===== src/rtl/collision_pkg.sv =====
// Shared types for the collision scheduler: FSM state encoding, coordinate
// width and the hitbox record used for both the player and obstacle slots.
package collision_pkg;

  localparam int COORD_W = 10;

  typedef enum logic [1:0] {
    ST_IDLE  = 2'd0,
    ST_SCAN  = 2'd1,
    ST_DRAIN = 2'd2,
    ST_DONE  = 2'd3
  } state_t;

  typedef struct packed {
    logic [COORD_W-1:0] x;
    logic [COORD_W-1:0] y;
    logic [COORD_W-1:0] w;
    logic [COORD_W-1:0] h;
  } hitbox_t;

  // Far edge of a box along one axis. Callers keep pos+len within range,
  // so the sum is deliberately kept at coordinate width with no wrap check.
  function automatic logic [COORD_W-1:0] far_edge(input logic [COORD_W-1:0] pos,
                                                  input logic [COORD_W-1:0] len);
    return pos + len;
  endfunction

endpackage


===== src/rtl/collision_scheduler_cmp.sv =====
// Axis-aligned hitbox overlap comparator. Purely combinational; the scheduler
// time-shares one instance across all obstacle slots. Boxes that only touch
// along an edge are not considered overlapping (strict inequalities).
module collision_scheduler_cmp
  import collision_pkg::*;
(
  input  hitbox_t a,
  input  hitbox_t b,
  output logic    overlap
);

  logic [COORD_W-1:0] a_right;
  logic [COORD_W-1:0] a_bottom;
  logic [COORD_W-1:0] b_right;
  logic [COORD_W-1:0] b_bottom;

  // Separating-axis test on both axes with strict comparisons
  always_comb begin
    a_right  = far_edge(a.x, a.w);
    a_bottom = far_edge(a.y, a.h);
    b_right  = far_edge(b.x, b.w);
    b_bottom = far_edge(b.y, b.h);
    overlap  = (a.x < b_right) && (b.x < a_right) &&
               (a.y < b_bottom) && (b.y < a_bottom);
  end

endmodule


===== src/rtl/collision_scheduler.sv =====
// Collision scheduler: on Start, walks every obstacle slot through an external
// table with one-cycle read latency and compares each returned hitbox against
// the latched player hitbox. Reports whether any valid slot overlapped and the
// lowest such slot index. Results update together with the Done pulse and are
// held otherwise.
// Optional feature: define COLLISION_HIT_MASK_EN to add the HitMask port,
// a per-slot overlap bit vector of the last completed scan.
module collision_scheduler
  import collision_pkg::*;
#(
  parameter int NUM_OBJ = 16,
  parameter int IDX_W   = $clog2(NUM_OBJ)
) (
  input  logic               Clk,
  input  logic               Reset,
  input  logic               Start,
  input  logic [COORD_W-1:0] PlayerX,
  input  logic [COORD_W-1:0] PlayerY,
  input  logic [COORD_W-1:0] PlayerW,
  input  logic [COORD_W-1:0] PlayerH,
  output logic [IDX_W-1:0]   ObjAddr,
  input  logic [COORD_W-1:0] ObjX,
  input  logic [COORD_W-1:0] ObjY,
  input  logic [COORD_W-1:0] ObjW,
  input  logic [COORD_W-1:0] ObjH,
  input  logic               ObjValid,
  output logic               Busy,
  output logic               Done,
  output logic               Hit,
  output logic [IDX_W-1:0]   HitIdx
`ifdef COLLISION_HIT_MASK_EN
  ,
  output logic [NUM_OBJ-1:0] HitMask
`endif
);

  localparam logic [IDX_W-1:0] LAST_SLOT = IDX_W'(NUM_OBJ - 1);

  state_t             state_reg;
  state_t             state_next;
  logic [IDX_W-1:0]   counter_reg;
  hitbox_t            player_reg;
  hitbox_t            obj_box;

  // Compare pipeline: address issued last cycle and whether it is a real slot
  logic               pend_valid_reg;
  logic [IDX_W-1:0]   pend_idx_reg;

  logic               overlap;
  logic               slot_hit;
  logic               start_accept;

  // Running accumulators for the scan in progress
  logic               acc_hit_reg;
  logic               acc_hit_next;
  logic [IDX_W-1:0]   acc_idx_reg;
  logic [IDX_W-1:0]   acc_idx_next;

  // Published result of the last completed scan
  logic               hit_reg;
  logic [IDX_W-1:0]   hit_idx_reg;

  assign start_accept = (state_reg == ST_IDLE) && Start;
  assign obj_box      = '{x: ObjX, y: ObjY, w: ObjW, h: ObjH};

  collision_scheduler_cmp u_cmp (
    .a       (player_reg),
    .b       (obj_box),
    .overlap (overlap)
  );

  assign slot_hit = pend_valid_reg && ObjValid && overlap;

  // State register
  always_ff @(posedge Clk or posedge Reset) begin
    if (Reset) begin
      state_reg <= ST_IDLE;
    end else begin
      state_reg <= state_next;
    end
  end

  // Next-state logic; Start outside IDLE is simply not looked at
  always_comb begin
    state_next = state_reg;
    case (state_reg)
      ST_IDLE:  if (Start) state_next = ST_SCAN;
      ST_SCAN:  if (counter_reg == LAST_SLOT) state_next = ST_DRAIN;
      ST_DRAIN: state_next = ST_DONE;
      ST_DONE:  state_next = ST_IDLE;
      default:  state_next = ST_IDLE;
    endcase
  end

  // Slot counter: runs only while addresses are being issued
  always_ff @(posedge Clk or posedge Reset) begin
    if (Reset) begin
      counter_reg <= '0;
    end else if (start_accept) begin
      counter_reg <= '0;
    end else if (state_reg == ST_SCAN) begin
      counter_reg <= (counter_reg == LAST_SLOT) ? '0 : counter_reg + 1'b1;
    end
  end

  // Track which slot's data arrives next cycle
  always_ff @(posedge Clk or posedge Reset) begin
    if (Reset) begin
      pend_valid_reg <= 1'b0;
      pend_idx_reg   <= '0;
    end else begin
      pend_valid_reg <= (state_reg == ST_SCAN);
      pend_idx_reg   <= counter_reg;
    end
  end

  // Player hitbox is captured only when a request is accepted
  always_ff @(posedge Clk or posedge Reset) begin
    if (Reset) begin
      player_reg <= '0;
    end else if (start_accept) begin
      player_reg <= '{x: PlayerX, y: PlayerY, w: PlayerW, h: PlayerH};
    end
  end

  // First hit wins: the index is only taken when no earlier slot has hit
  always_comb begin
    acc_hit_next = acc_hit_reg | slot_hit;
    acc_idx_next = acc_idx_reg;
    if (slot_hit && !acc_hit_reg) begin
      acc_idx_next = pend_idx_reg;
    end
  end

  // Accumulators cleared per request, updated for every returned slot
  always_ff @(posedge Clk or posedge Reset) begin
    if (Reset) begin
      acc_hit_reg <= 1'b0;
      acc_idx_reg <= '0;
    end else if (start_accept) begin
      acc_hit_reg <= 1'b0;
      acc_idx_reg <= '0;
    end else if (pend_valid_reg) begin
      acc_hit_reg <= acc_hit_next;
      acc_idx_reg <= acc_idx_next;
    end
  end

  // Publish results on the edge entering DONE, folding in the final slot
  // compared during DRAIN, so they are valid alongside the Done pulse
  always_ff @(posedge Clk or posedge Reset) begin
    if (Reset) begin
      hit_reg     <= 1'b0;
      hit_idx_reg <= '0;
    end else if (state_reg == ST_DRAIN) begin
      hit_reg     <= acc_hit_next;
      hit_idx_reg <= acc_idx_next;
    end
  end

`ifdef COLLISION_HIT_MASK_EN
  logic [NUM_OBJ-1:0] acc_mask_reg;
  logic [NUM_OBJ-1:0] acc_mask_next;
  logic [NUM_OBJ-1:0] hit_mask_reg;

  genvar gi;
  generate
    for (gi = 0; gi < NUM_OBJ; gi++) begin : g_mask
      assign acc_mask_next[gi] = acc_mask_reg[gi] |
                                 (slot_hit && (pend_idx_reg == IDX_W'(gi)));
    end
  endgenerate

  // Per-slot hit accumulator
  always_ff @(posedge Clk or posedge Reset) begin
    if (Reset) begin
      acc_mask_reg <= '0;
    end else if (start_accept) begin
      acc_mask_reg <= '0;
    end else if (pend_valid_reg) begin
      acc_mask_reg <= acc_mask_next;
    end
  end

  // Published mask, updated together with Hit/HitIdx
  always_ff @(posedge Clk or posedge Reset) begin
    if (Reset) begin
      hit_mask_reg <= '0;
    end else if (state_reg == ST_DRAIN) begin
      hit_mask_reg <= acc_mask_next;
    end
  end

  assign HitMask = hit_mask_reg;
`endif

  assign ObjAddr = (state_reg == ST_SCAN) ? counter_reg : '0;
  assign Busy    = (state_reg != ST_IDLE);
  assign Done    = (state_reg == ST_DONE);
  assign Hit     = hit_reg;
  assign HitIdx  = hit_idx_reg;

endmodule


===== config.mk =====
export PLATFORM = sky130hd
export DESIGN_NAME = collision_scheduler
export DESIGN_NICKNAME = d
export VERILOG_FILES = /design/src/rtl/collision_pkg.sv /design/src/rtl/collision_scheduler_cmp.sv /design/src/rtl/collision_scheduler.sv
export SDC_FILE = /design/constraint.sdc
export NUM_CORES = 1
export LEC_CHECK = 0
export ABC_AREA = 1
export BUFFER_PORTS_ARGS = -buffer_cell sky130_fd_sc_hd__buf_2
export CELL_PAD_IN_SITES_DETAIL_PLACEMENT = 0
export CELL_PAD_IN_SITES_GLOBAL_PLACEMENT = 1
export CORE_MARGIN = 8
export CORE_UTILIZATION = 41
export DETAILED_ROUTE_END_ITERATION = 8
export PLACE_DENSITY_LB_ADDON = 0.08
export SLEW_MARGIN = 5
export SYNTH_ARGS = -nofsm -noshare
export SYNTH_HDL_FRONTEND = slang
export SYNTH_SLANG_ARGS = --single-unit

===== constraint.sdc =====
create_clock -name Clk -period 3.83 [get_ports Clk]
set_clock_uncertainty 0.1 [all_clocks]
set_input_delay 0 -clock Clk [delete_from_list [all_inputs] [get_ports Clk]]
set_output_delay 0 -clock Clk [all_outputs]
set_load 0.03 [all_outputs]

==> impl_metrics.json, run 1 <==
{
  "synth_largest_area_cell": "sky130_fd_sc_hd__dfrtp_1",
  "die_area_mm2": 0.0158,
  "synth_edf_count": 0,
  "globalplace.congestion": 0.862,
  "yosys-top-cells-area": "sky130_fd_sc_hd__dfrtp_1, sky130_fd_sc_hd__ha_1, sky130_fd_sc_hd__nand2_1",
  "groute.layer.met1.usage_pct": 21.5,
  "clk_pin_slew_worst_paths_ns": 0.06,
  "first_pass_iters": 4,
  "synth_fp_nets": 814,
  "cts_hold_buffers": 42,
  "cts_tree": "built",
  "timing_max_transition_violations_final": 0,
  "ir_worst_vdd_v": 0.000405,
  "place.detailed.hpwl_mm": 10.5,
  "grt_pass1_vias": 4692,
  "io_buffers": 94,
  "synthesis.area_per_instance_um2": 7.62,
  "vias_per_cell": 4.81,
  "drv_cap": 0,
  "finish.cell_count_without_fillers": 940,
  "postSynth.asyncResetShare_pct": 100,
  "die_h_um": 126,
  "synthSimpleGateAreaFrac_pct": 23.8,
  "worstSkewPairLatency_ns": 0.33,
  "min_path_type": "primary input to asynchronous set/reset pin",
  "layout-drive-gt1-share_pct": 15.9,
  "synth-adder-area-share_pct": 21.4,
  "leakagePower_nw": 3.44,
  "layout_stage_area_growth_over_the_synthesis_result_pct": 27.6,
  "grt_use_met2_pct": 29.2,
  "design.core.area_mm2": 0.0119,
  "worst_slew_pin_slew_ns": 0.660,
  "cts_inserted_buffers": 9,
  "initial_utilization_pct": 41.6,
  "hold_viol": 0,
  "maxClockFrequency_mhz": 310,
  "final_period_minus_worst_setup_slack_ns": 3.23,
  "detailedRoute.firstIterationViolations": 249,
  "slew-limit-headroom_pct": 55.7,
  "floorplan.io_pins": 95,
  "htree_levels": 3,
  "final_nets": 954,
  "grt.overflow.total": 0,
  "die_width_um": 126,
  "via_count": 4520,
  "cts_sinks": 61,
  "powerDensity_mw_per_mm2": 781,
  "insertedDiodeCount": 0,
  "clk_path_buf_depth": 2,
  "final_min_period_over_clock_period_pct": 84.2,
  "global_route_wire_length_before_repair_mm": 22.1,
  "total_power_mw": 4.92,
  "wire_per_inst_um": 13.8,
  "synth-compound-area-share_pct": 9.83,
  "dp_cells": 882,
  "placement_rows": 40,
  "synth.cell_area_mm2": 0.00494,
  "synth_cell_type_count": 29,
  "yosys_warnings": 0,
  "cts_root_buf": "sky130_fd_sc_hd__clkbuf_16",
  "largest_register_ffs": 40,
  "route.final.wire_length_mm": 12.9,
  "post_cts_buffers": 0,
  "post_synthesis_instance_total": 648,
  "run_status": "finished, final reports clean",
  "synth.yosys.seq_area_share_pct": 30.9,
  "final-setup-viol-count": 0,
  "reg2reg_setup_slack_ns": 0.60,
  "setup_total_negative_slack_ns": 0,
  "rsz0062_at_grt": "false",
  "antenna_violations_before_repair": 0,
  "most_used_standard_cell_by_instance_count_after_synthesis": "sky130_fd_sc_hd__nand2_1",
  "worst_ep_arrival_time_ns": 3.34,
  "drc": 0,
  "antenna_left": 0,
  "netlist.area_leader.share_pct": 30.9,
  "number_of_gates_resized_after_cts": 0,
  "grtUsageTotal_pct": 17.1,
  "synth_common_cells": "sky130_fd_sc_hd__nand2_1, sky130_fd_sc_hd__inv_1, sky130_fd_sc_hd__ha_1",
  "synth_top_flop_cell": "sky130_fd_sc_hd__dfrtp_1",
  "yosys.area_share.xor_xnor_pct": 6.39,
  "synth_top_family_by_area": "simple AND/OR/NAND/NOR gates",
  "grt.met3_usage_pct": 3.54,
  "yosys_register_bits": 61,
  "cp-end-kind": "flop",
  "grt_max_degree": 38,
  "synth.area.mux_share_pct": 0,
  "worst_ep_required_time_ns": 3.95,
  "worst-path-max-fanout": 6,
  "worstSetupStartpointType": "flop",
  "global_routing_s_busiest_layer": "met2",
  "critical_path_class": "flop to flop"
}
-- critical path, stage by stage (launching register included) --
cell,delay (ns)
sky130_fd_sc_hd__dfrtp_1,0.36
sky130_fd_sc_hd__ha_1,0.20
sky130_fd_sc_hd__inv_1,0.08
sky130_fd_sc_hd__fa_1,0.42
sky130_fd_sc_hd__o31ai_2,0.36
sky130_fd_sc_hd__nand4_1,0.13
sky130_fd_sc_hd__o211ai_1,0.13
sky130_fd_sc_hd__xnor2_1,0.15
sky130_fd_sc_hd__ha_1,0.25
sky130_fd_sc_hd__nand2_1,0.07
sky130_fd_sc_hd__inv_1,0.05
sky130_fd_sc_hd__nand3_1,0.08
sky130_fd_sc_hd__nand3_1,0.07
sky130_fd_sc_hd__nor2_1,0.10
sky130_fd_sc_hd__nand2_1,0.08
sky130_fd_sc_hd__nor2_4,0.18
sky130_fd_sc_hd__nand4_1,0.14
sky130_fd_sc_hd__nand3_1,0.12
sky130_fd_sc_hd__nand2_1,0.05
-- cells in the final DEF, fill, tap and decap left out, types with 2 or more instances in the layout --
| master | count |
|---|---|
| sky130_fd_sc_hd__clkinvlp_4 | 2 |
| sky130_fd_sc_hd__ha_1 | 78 |
| sky130_fd_sc_hd__dlygate4sd3_1 | 42 |
| sky130_fd_sc_hd__inv_1 | 87 |
| sky130_fd_sc_hd__o211ai_1 | 4 |
| sky130_fd_sc_hd__o31ai_1 | 4 |
| sky130_fd_sc_hd__o21ai_1 | 4 |
| sky130_fd_sc_hd__nor3_1 | 7 |
| sky130_fd_sc_hd__nand2_1 | 209 |
| sky130_fd_sc_hd__buf_2 | 94 |
| sky130_fd_sc_hd__nor2_4 | 2 |
| sky130_fd_sc_hd__buf_4 | 3 |
| sky130_fd_sc_hd__a21oi_1 | 43 |
| sky130_fd_sc_hd__o21bai_1 | 4 |
| sky130_fd_sc_hd__nor2_1 | 28 |
| sky130_fd_sc_hd__nand3_1 | 20 |
| sky130_fd_sc_hd__nor2_2 | 2 |
| sky130_fd_sc_hd__o21ai_0 | 19 |
| sky130_fd_sc_hd__nand4_1 | 13 |
| sky130_fd_sc_hd__dfrtp_1 | 61 |
| sky130_fd_sc_hd__fa_1 | 4 |
| sky130_fd_sc_hd__xnor2_1 | 12 |
| sky130_fd_sc_hd__o31ai_2 | 4 |
| sky130_fd_sc_hd__clkbuf_16 | 9 |
| sky130_fd_sc_hd__xor2_1 | 24 |
| sky130_fd_sc_hd__inv_2 | 3 |
-- cells by family after synthesis --
| kind of cell | after synthesis |
|---|---|
| fa+ha+maj | 82 |
| compound gates | 84 |
| simple gates | 284 |
| buf+inv | 101 |
| flops | 61 |
| xor+xnor | 36 |
-- final cells by class --
class | count | area (µm²)
tap | 147 | 184
multi-input combinational | 486 | 3030
timing repair buffer | 139 | 913
clock buffer | 11 | 243
sequential | 61 | 1530
clock inverter | 5 | 58.8
inverter | 91 | 342
fill | 1173 | 5560
-- power by group --
group          internal [mW]  leakage, nW  switching (mW)  total [mW]
Sequential             0.941        0.774           0.238        1.18
Combinational           1.14         2.53            1.77        2.92
Clock                  0.522        0.142           0.299       0.821
Total                   2.61         3.44            2.31        4.92
-- through the flow --
step	instance area, µm²	worst slack (ns)	hold WS [ns]	utilization (%)
finish	6300	0.604	0.195	53.1
global route	6300	0.193	0.261	53.1
CTS	6300	0.562	0.216	53.1
detailed placement	5580	0.598	0.0299	47.0
global placement	5580	0.656	0.0199	47.0
floorplan	4940	0.921	0.00962	-
-- worst paths after layout --
check	start	to	cells past startpoint
min in group Clk	ObjValid	HitIdx[2]	8
min	Reset	player_reg[2]	3
max in group asynchronous	Reset	counter_reg[0]	4
max reg2reg	player_reg[30]	HitIdx[0]	18
max	player_reg[30]	HitIdx[0]	18
min reg2reg	counter_reg[3]	pend_idx_reg[3]	0
-- routing by layer --
metal / vias to the layer above / routed length [µm] / share of wire (%)
li1: 2375 / - / -
met1: 2052 / 6010 / 46
met2: 84 / 6150 / 48
met3: 9 / 631 / 4.9
met4: 0 / 141 / 1.1
met5: - / 0 / 0
Note: power is estimated with default switching activity, not from simulation.
==> run 2, diff against run 1 <==
Settings changed: CORE_UTILIZATION 41 to 37.
Clock period 3.83 ns to 2.6 ns, I/O delays scaled along.
==> run 2 against run 1 <==
Net effect: the flow now finishes with violations (setup timing); die area is 9.4% higher; clock power is 56% higher; final cell count is 14% higher; wire length is 9.3% higher; global-route usage is 0.18 points higher; highest routed layer unchanged; core utilization is 2.4 points higher; first-iteration DRC count is 22% lower; total power is 75% higher; final area is 16% higher; worst hold slack better by 0.042 ns; maximum frequency is 6.1% higher.
==> impl_metrics.json, run 2 (synthesis gave the netlist of run 1 again) <==
{
  "leakagePower_nw": 3.99,
  "htree_levels": 3,
  "final_period_minus_worst_setup_slack_ns": 3.04,
  "cts_root_buf": "sky130_fd_sc_hd__clkbuf_16",
  "min_path_type": "primary input to asynchronous set/reset pin",
  "worstSkewPairLatency_ns": 0.33,
  "hold_viol": 0,
  "grt_max_degree": 53,
  "cp-startpoint": "player_reg[12]",
  "initial_utilization_pct": 37.6,
  "design.core.area_mm2": 0.0131,
  "clk_pin_slew_worst_paths_ns": 0.05,
  "die_area_mm2": 0.0173,
  "critical_path_class": "flop to flop",
  "grt_pass1_vias": 5236,
  "wire_per_inst_um": 13.1,
  "place.detailed.hpwl_mm": 11.1,
  "layout_commonest_cell": "sky130_fd_sc_hd__nand2_1",
  "clk_path_buf_depth": 2,
  "final_min_period_over_clock_period_pct": 117,
  "powerDensity_mw_per_mm2": 1180,
  "worstPathBufferInverterCount": 1,
  "rsz0062_at_grt": "true",
  "maxClockFrequency_mhz": 329,
  "drv_cap": 0,
  "grt.overflow.total": 0,
  "cts_tree": "built",
  "layout-drive-gt1-share_pct": 28.8,
  "violations": "setup timing",
  "total_power_mw": 8.59,
  "die_h_um": 132,
  "worst_ep_required_time_ns": 2.70,
  "cts_sinks": 61,
  "worst-r2r-cell-count": 15,
  "io_buffers": 94,
  "first_pass_iters": 4,
  "regToRegStartpoint": "player_reg[12]",
  "route.final.wire_length_mm": 14.1,
  "final-setup-viol-count": 10,
  "layout_stage_area_growth_over_the_synthesis_result_pct": 47.7,
  "antenna_violations_before_repair": 0,
  "worst-path-stages": 15,
  "placement_rows": 42,
  "detailedRoute.firstIterationViolations": 194,
  "grtUsageTotal_pct": 17.3,
  "globalplace.congestion": 0.842,
  "postLayoutSetupSlackWorst_ns": -0.441,
  "antenna_left": 0,
  "final_hold_slack_ns": 0.236,
  "global_route_wire_length_before_repair_mm": 24.5,
  "final.fill_count": 1297,
  "cp-end-kind": "flop",
  "cp_cell_sequence": "ha_1, inv_2, nor3_1, nand3_1, nand4_1, xor2_1, ha_1, nand2_1, nand4_1, nor2_2, nand3_4, nor2_4, nand4_1, nand2_1, nor2_1",
  "ir_worst_vdd_v": 0.000656,
  "worst-path-max-fanout": 6,
  "largest_register_ffs": 40,
  "insertedDiodeCount": 0,
  "cts_inserted_buffers": 9,
  "crit_slowest_cell": "sky130_fd_sc_hd__dfrtp_1",
  "die_width_um": 132,
  "timing.critical_path.max_delay_family": "simple AND/OR/NAND/NOR gates",
  "drc": 0,
  "run_status": "finished, violations left",
  "worst_ep_arrival_time_ns": 3.14,
  "critPathMostFrequentCell": "sky130_fd_sc_hd__nand4_1",
  "floorplan.io_pins": 95,
  "slowest_delay_ns": 0.38,
  "timing_max_transition_violations_final": 0,
  "via_count": 4953,
  "vias_per_cell": 4.60,
  "worst_slew_pin_slew_ns": 0.726,
  "final_nets": 1061,
  "slew-limit-headroom_pct": 51.5,
  "worstSetupStartpointType": "flop",
  "place_worst_setup_slack_ns": -0.598,
  "most_frequent_cells_in_the_layout": "sky130_fd_sc_hd__nand2_1, sky130_fd_sc_hd__buf_4, sky130_fd_sc_hd__buf_2"
}
==> run 2: tightest hold or removal path, stage by stage <==
cell and delay [ns]:
sky130_fd_sc_hd__dlygate4sd3_1 0.53, sky130_fd_sc_hd__buf_2 0.13, sky130_fd_sc_hd__inv_2 0.52
==> run 2: worst paths after layout <==
path	to	slack [ns]
max	acc_idx_reg[3]	-0.44
min	player_reg[3]	0.24
max reg2reg	acc_idx_reg[3]	-0.44
min reg2reg	pend_idx_reg[1]	0.36
max in group asynchronous	player_reg[30]	1.53
min in group Clk	HitIdx[1]	0.24
==> run 2: cell type report <==
class / instances / area [µm²] / share of cell area [%]
multi-input combinational: 486 / 3160 / 43.3
timing repair buffer: 246 / 1730 / 23.7
sequential: 61 / 1530 / 20.9
inverter: 91 / 342 / 4.68
clock buffer: 10 / 229 / 3.14
tap: 176 / 220 / 3.02
clock inverter: 6 / 86.3 / 1.18
==> run 2: repair_timing <==
item                                    4_1_cts  5_1_grt
endpoints found under the setup margin       10       10
gates cloned                                  0        0
buffers inserted                              3        3
pin swaps                                    11        6
hold buffers                                 42        0
hold endpoints to repair                     71        0
gates resized for setup                      19        9
==> run 2: report_power, final <==
group / leakage, nW / internal [mW] / switching (mW) / total [mW]
sequential: 0.774 / 1.39 / 0.319 / 1.71
combinational: 3.06 / 2.57 / 3.04 / 5.61
clock: 0.153 / 0.838 / 0.442 / 1.28
==> run 2: layer usage <==
metal	global-route usage (%)	vias to the layer above	routed length, µm
met4	6.76	0	280
met1	22.7	2246	6930
met5	0	-	0
met3	3.39	23	686
li1	-	2584	-
met2	27.4	100	6240
==> run 2: per-stage QoR <==
stage               util, %  area, µm²  TNS [ns]  cells
floorplan                 -       4960     -1.42    648
global placement       48.8       6410     -5.30   1012
detailed placement     48.8       6410     -5.46   1012
CTS                    55.1       7230     -4.35   1073
global route           55.5       7290     -6.84   1076
finish                 55.5       7290     -4.05   1076
==> run 3, diff against run 2 <==
Settings changed: CORE_MARGIN 8 to not set.
==> run 3 against run 2 <==
Net effect: the run still ends with setup timing left; sequential share of layout area is 0.21 points higher; first-iteration DRC count is 9.8% lower; wire length is 5.9% lower; final area is 1.0% lower; non-clock buffer count is 5 higher; final cell count hardly changed; largest cell class unchanged.
==> impl_metrics.json, run 3 (synthesis gave the netlist of run 1 again) <==
{
  "powerDensity_mw_per_mm2": 1170,
  "worst_ep_required_time_ns": 2.78,
  "final_hold_slack_ns": 0.214,
  "timing_max_transition_violations_final": 0,
  "grt_pass1_vias": 4775,
  "clk_pin_slew_worst_paths_ns": 0.06,
  "worstPathBufferInverterCount": 2,
  "worst_slew_pin_slew_ns": 0.794,
  "violations": "setup timing",
  "htree_levels": 3,
  "core_utilization_of_the_finished_layout_pct": 56.3,
  "min_path_type": "primary input to flop",
  "antenna_left": 0,
  "leakagePower_nw": 3.98,
  "io_buffers": 94,
  "initial_utilization_pct": 38.5,
  "ir_worst_vdd_v": 0.000737,
  "grtUsageTotal_pct": 20.5,
  "antenna_violations_before_repair": 0,
  "worst_ep_arrival_time_ns": 3.33,
  "layout-drive-gt1-share_pct": 28.5,
  "cts_root_buf": "sky130_fd_sc_hd__clkbuf_16",
  "placement_rows": 41,
  "globalplace.congestion": 0.859,
  "worst-path-max-fanout": 6,
  "cp_cell_sequence": "ha_2, inv_2, fa_2, o31ai_4, nand4_1, o211ai_1, xnor2_1, ha_1, nand2_2, inv_1, nand2_2, nand3_2, nor2_2, nand2_2, nor2_4, nand3_4, nand2_2, nand3_1, nand2_1",
  "place.detailed.hpwl_mm": 10.4,
  "hold_viol": 0,
  "cts_tree": "built",
  "slowest_delay_ns": 0.39,
  "vias_per_cell": 4.58,
  "die_h_um": 118,
  "global_route_wire_length_before_repair_mm": 22.4,
  "grt.overflow.total": 0,
  "maxClockFrequency_mhz": 317,
  "rsz0062_at_grt": "true",
  "setup_total_negative_slack_ns": -5.25,
  "slew-limit-headroom_pct": 47.0,
  "final-setup-viol-count": 10,
  "via_count": 4931,
  "design.core.area_mm2": 0.0128,
  "timing.critical_path.max_delay_family": "simple AND/OR/NAND/NOR gates",
  "run_status": "finished, violations left",
  "clk_path_buf_depth": 2,
  "cts_inserted_buffers": 9,
  "die_width_um": 118,
  "wire_per_inst_um": 12.4,
  "die_area_mm2": 0.0138,
  "critPathMostFrequentCell": "sky130_fd_sc_hd__nand2_2",
  "drv_cap": 0,
  "grt_max_degree": 62,
  "largest_register_ffs": 40,
  "final_period_minus_worst_setup_slack_ns": 3.15,
  "final.fill_count": 1265,
  "floorplan.io_pins": 95,
  "most_frequent_cells_in_the_layout": "sky130_fd_sc_hd__nand2_1, sky130_fd_sc_hd__buf_4, sky130_fd_sc_hd__buf_2",
  "drc": 0,
  "cp-end-kind": "flop",
  "route.final.wire_length_mm": 13.3,
  "final_min_period_over_clock_period_pct": 121,
  "crit_slowest_cell": "sky130_fd_sc_hd__fa_2",
  "critical_path_class": "flop to flop",
  "worstSetupStartpointType": "flop",
  "worstSkewPairLatency_ns": 0.34,
  "layout_commonest_cell": "sky130_fd_sc_hd__nand2_1",
  "cts_sinks": 61,
  "place_worst_setup_slack_ns": -0.560,
  "postLayoutSetupSlackWorst_ns": -0.552,
  "final_nets": 1066,
  "insertedDiodeCount": 0,
  "first_pass_iters": 4,
  "layout_stage_area_growth_over_the_synthesis_result_pct": 46.2,
  "detailedRoute.firstIterationViolations": 175
}
-- run 3: metal layers --
layer / part of all wire [%] / routed length (µm) / track usage (%)
met1: 51 / 6830 / 29.1
met2: 44 / 5810 / 31.5
met3: 3.5 / 470 / 3.68
met4: 1.5 / 196 / 6.49
met5: 0 / 0 / 0
-- run 3: through the flow --
stage / std cells / instance area, µm² / power, mW
6_report: 1077 / 7220 / 8.41
3_5_place_dp: 1013 / 6430 / 7.03
3_3_place_gp: 1013 / 6430 / 6.93
5_1_grt: 1077 / 7220 / 9.34
4_1_cts: 1075 / 7170 / 8.36
2_1_floorplan: 648 / 4960 / 5.04
-- run 3: where the power goes --
group	switching [mW]	internal (mW)	leakage [nW]	total, mW
sequential	0.305	1.39	0.774	1.69
combinational	3.03	2.59	3.08	5.63
clock	0.449	0.642	0.129	1.09
total	3.79	4.62	3.98	8.41
-- run 3: final timing paths --
path | from | endpoint | slack (ns) | cells past startpoint
worst min register to register | counter_reg[3] | pend_idx_reg[3] | 0.35 | 0
worst max register to register | player_reg[0] | HitIdx[3] | -0.55 | 19
max in group asynchronous | Reset | player_reg[15] | 1.55 | 4
min in group asynchronous | Reset | player_reg[2] | 0.33 | 4
worst min-delay path | ObjValid | HitIdx[0] | 0.21 | 8
worst max-delay path | player_reg[0] | HitIdx[3] | -0.55 | 19
-- run 3: area by class of cell --
cell class / count / area [µm²] / area share (%)
clock buffer: 10 / 229 / 3.17
tap: 172 / 215 / 2.98
sequential: 61 / 1530 / 21.1
clock inverter: 6 / 38.8 / 0.537
multi-input combinational: 486 / 3110 / 43.1
timing repair buffer: 251 / 1750 / 24.3
inverter: 91 / 342 / 4.73
-- run 3: worst register-to-register path, stage by stage, from the launching register on --
cell                       delay (ns)
sky130_fd_sc_hd__dfrtp_1         0.35
sky130_fd_sc_hd__ha_2            0.19
sky130_fd_sc_hd__inv_2           0.05
sky130_fd_sc_hd__fa_2            0.39
sky130_fd_sc_hd__o31ai_4         0.28
sky130_fd_sc_hd__nand4_1         0.13
sky130_fd_sc_hd__o211ai_1        0.14
sky130_fd_sc_hd__xnor2_1         0.12
sky130_fd_sc_hd__ha_1            0.31
sky130_fd_sc_hd__nand2_2         0.07
sky130_fd_sc_hd__inv_1           0.04
sky130_fd_sc_hd__nand2_2         0.06
sky130_fd_sc_hd__nand3_2         0.08
sky130_fd_sc_hd__nor2_2          0.10
sky130_fd_sc_hd__nand2_2         0.09
sky130_fd_sc_hd__nor2_4          0.22
sky130_fd_sc_hd__nand3_4         0.14
sky130_fd_sc_hd__nand2_2         0.10
sky130_fd_sc_hd__nand3_1         0.07
sky130_fd_sc_hd__nand2_1         0.07
-- run 3: what timing repair did --
item | in CTS | in global routing
pin swaps | 9 | 15
resized for setup | 9 | 9
hold endpoints to repair | 103 | 0
setup endpoints to repair | 10 | 10
setup buffers | 4 | 2
cloned | 0 | 0
hold buffers | 42 | 0
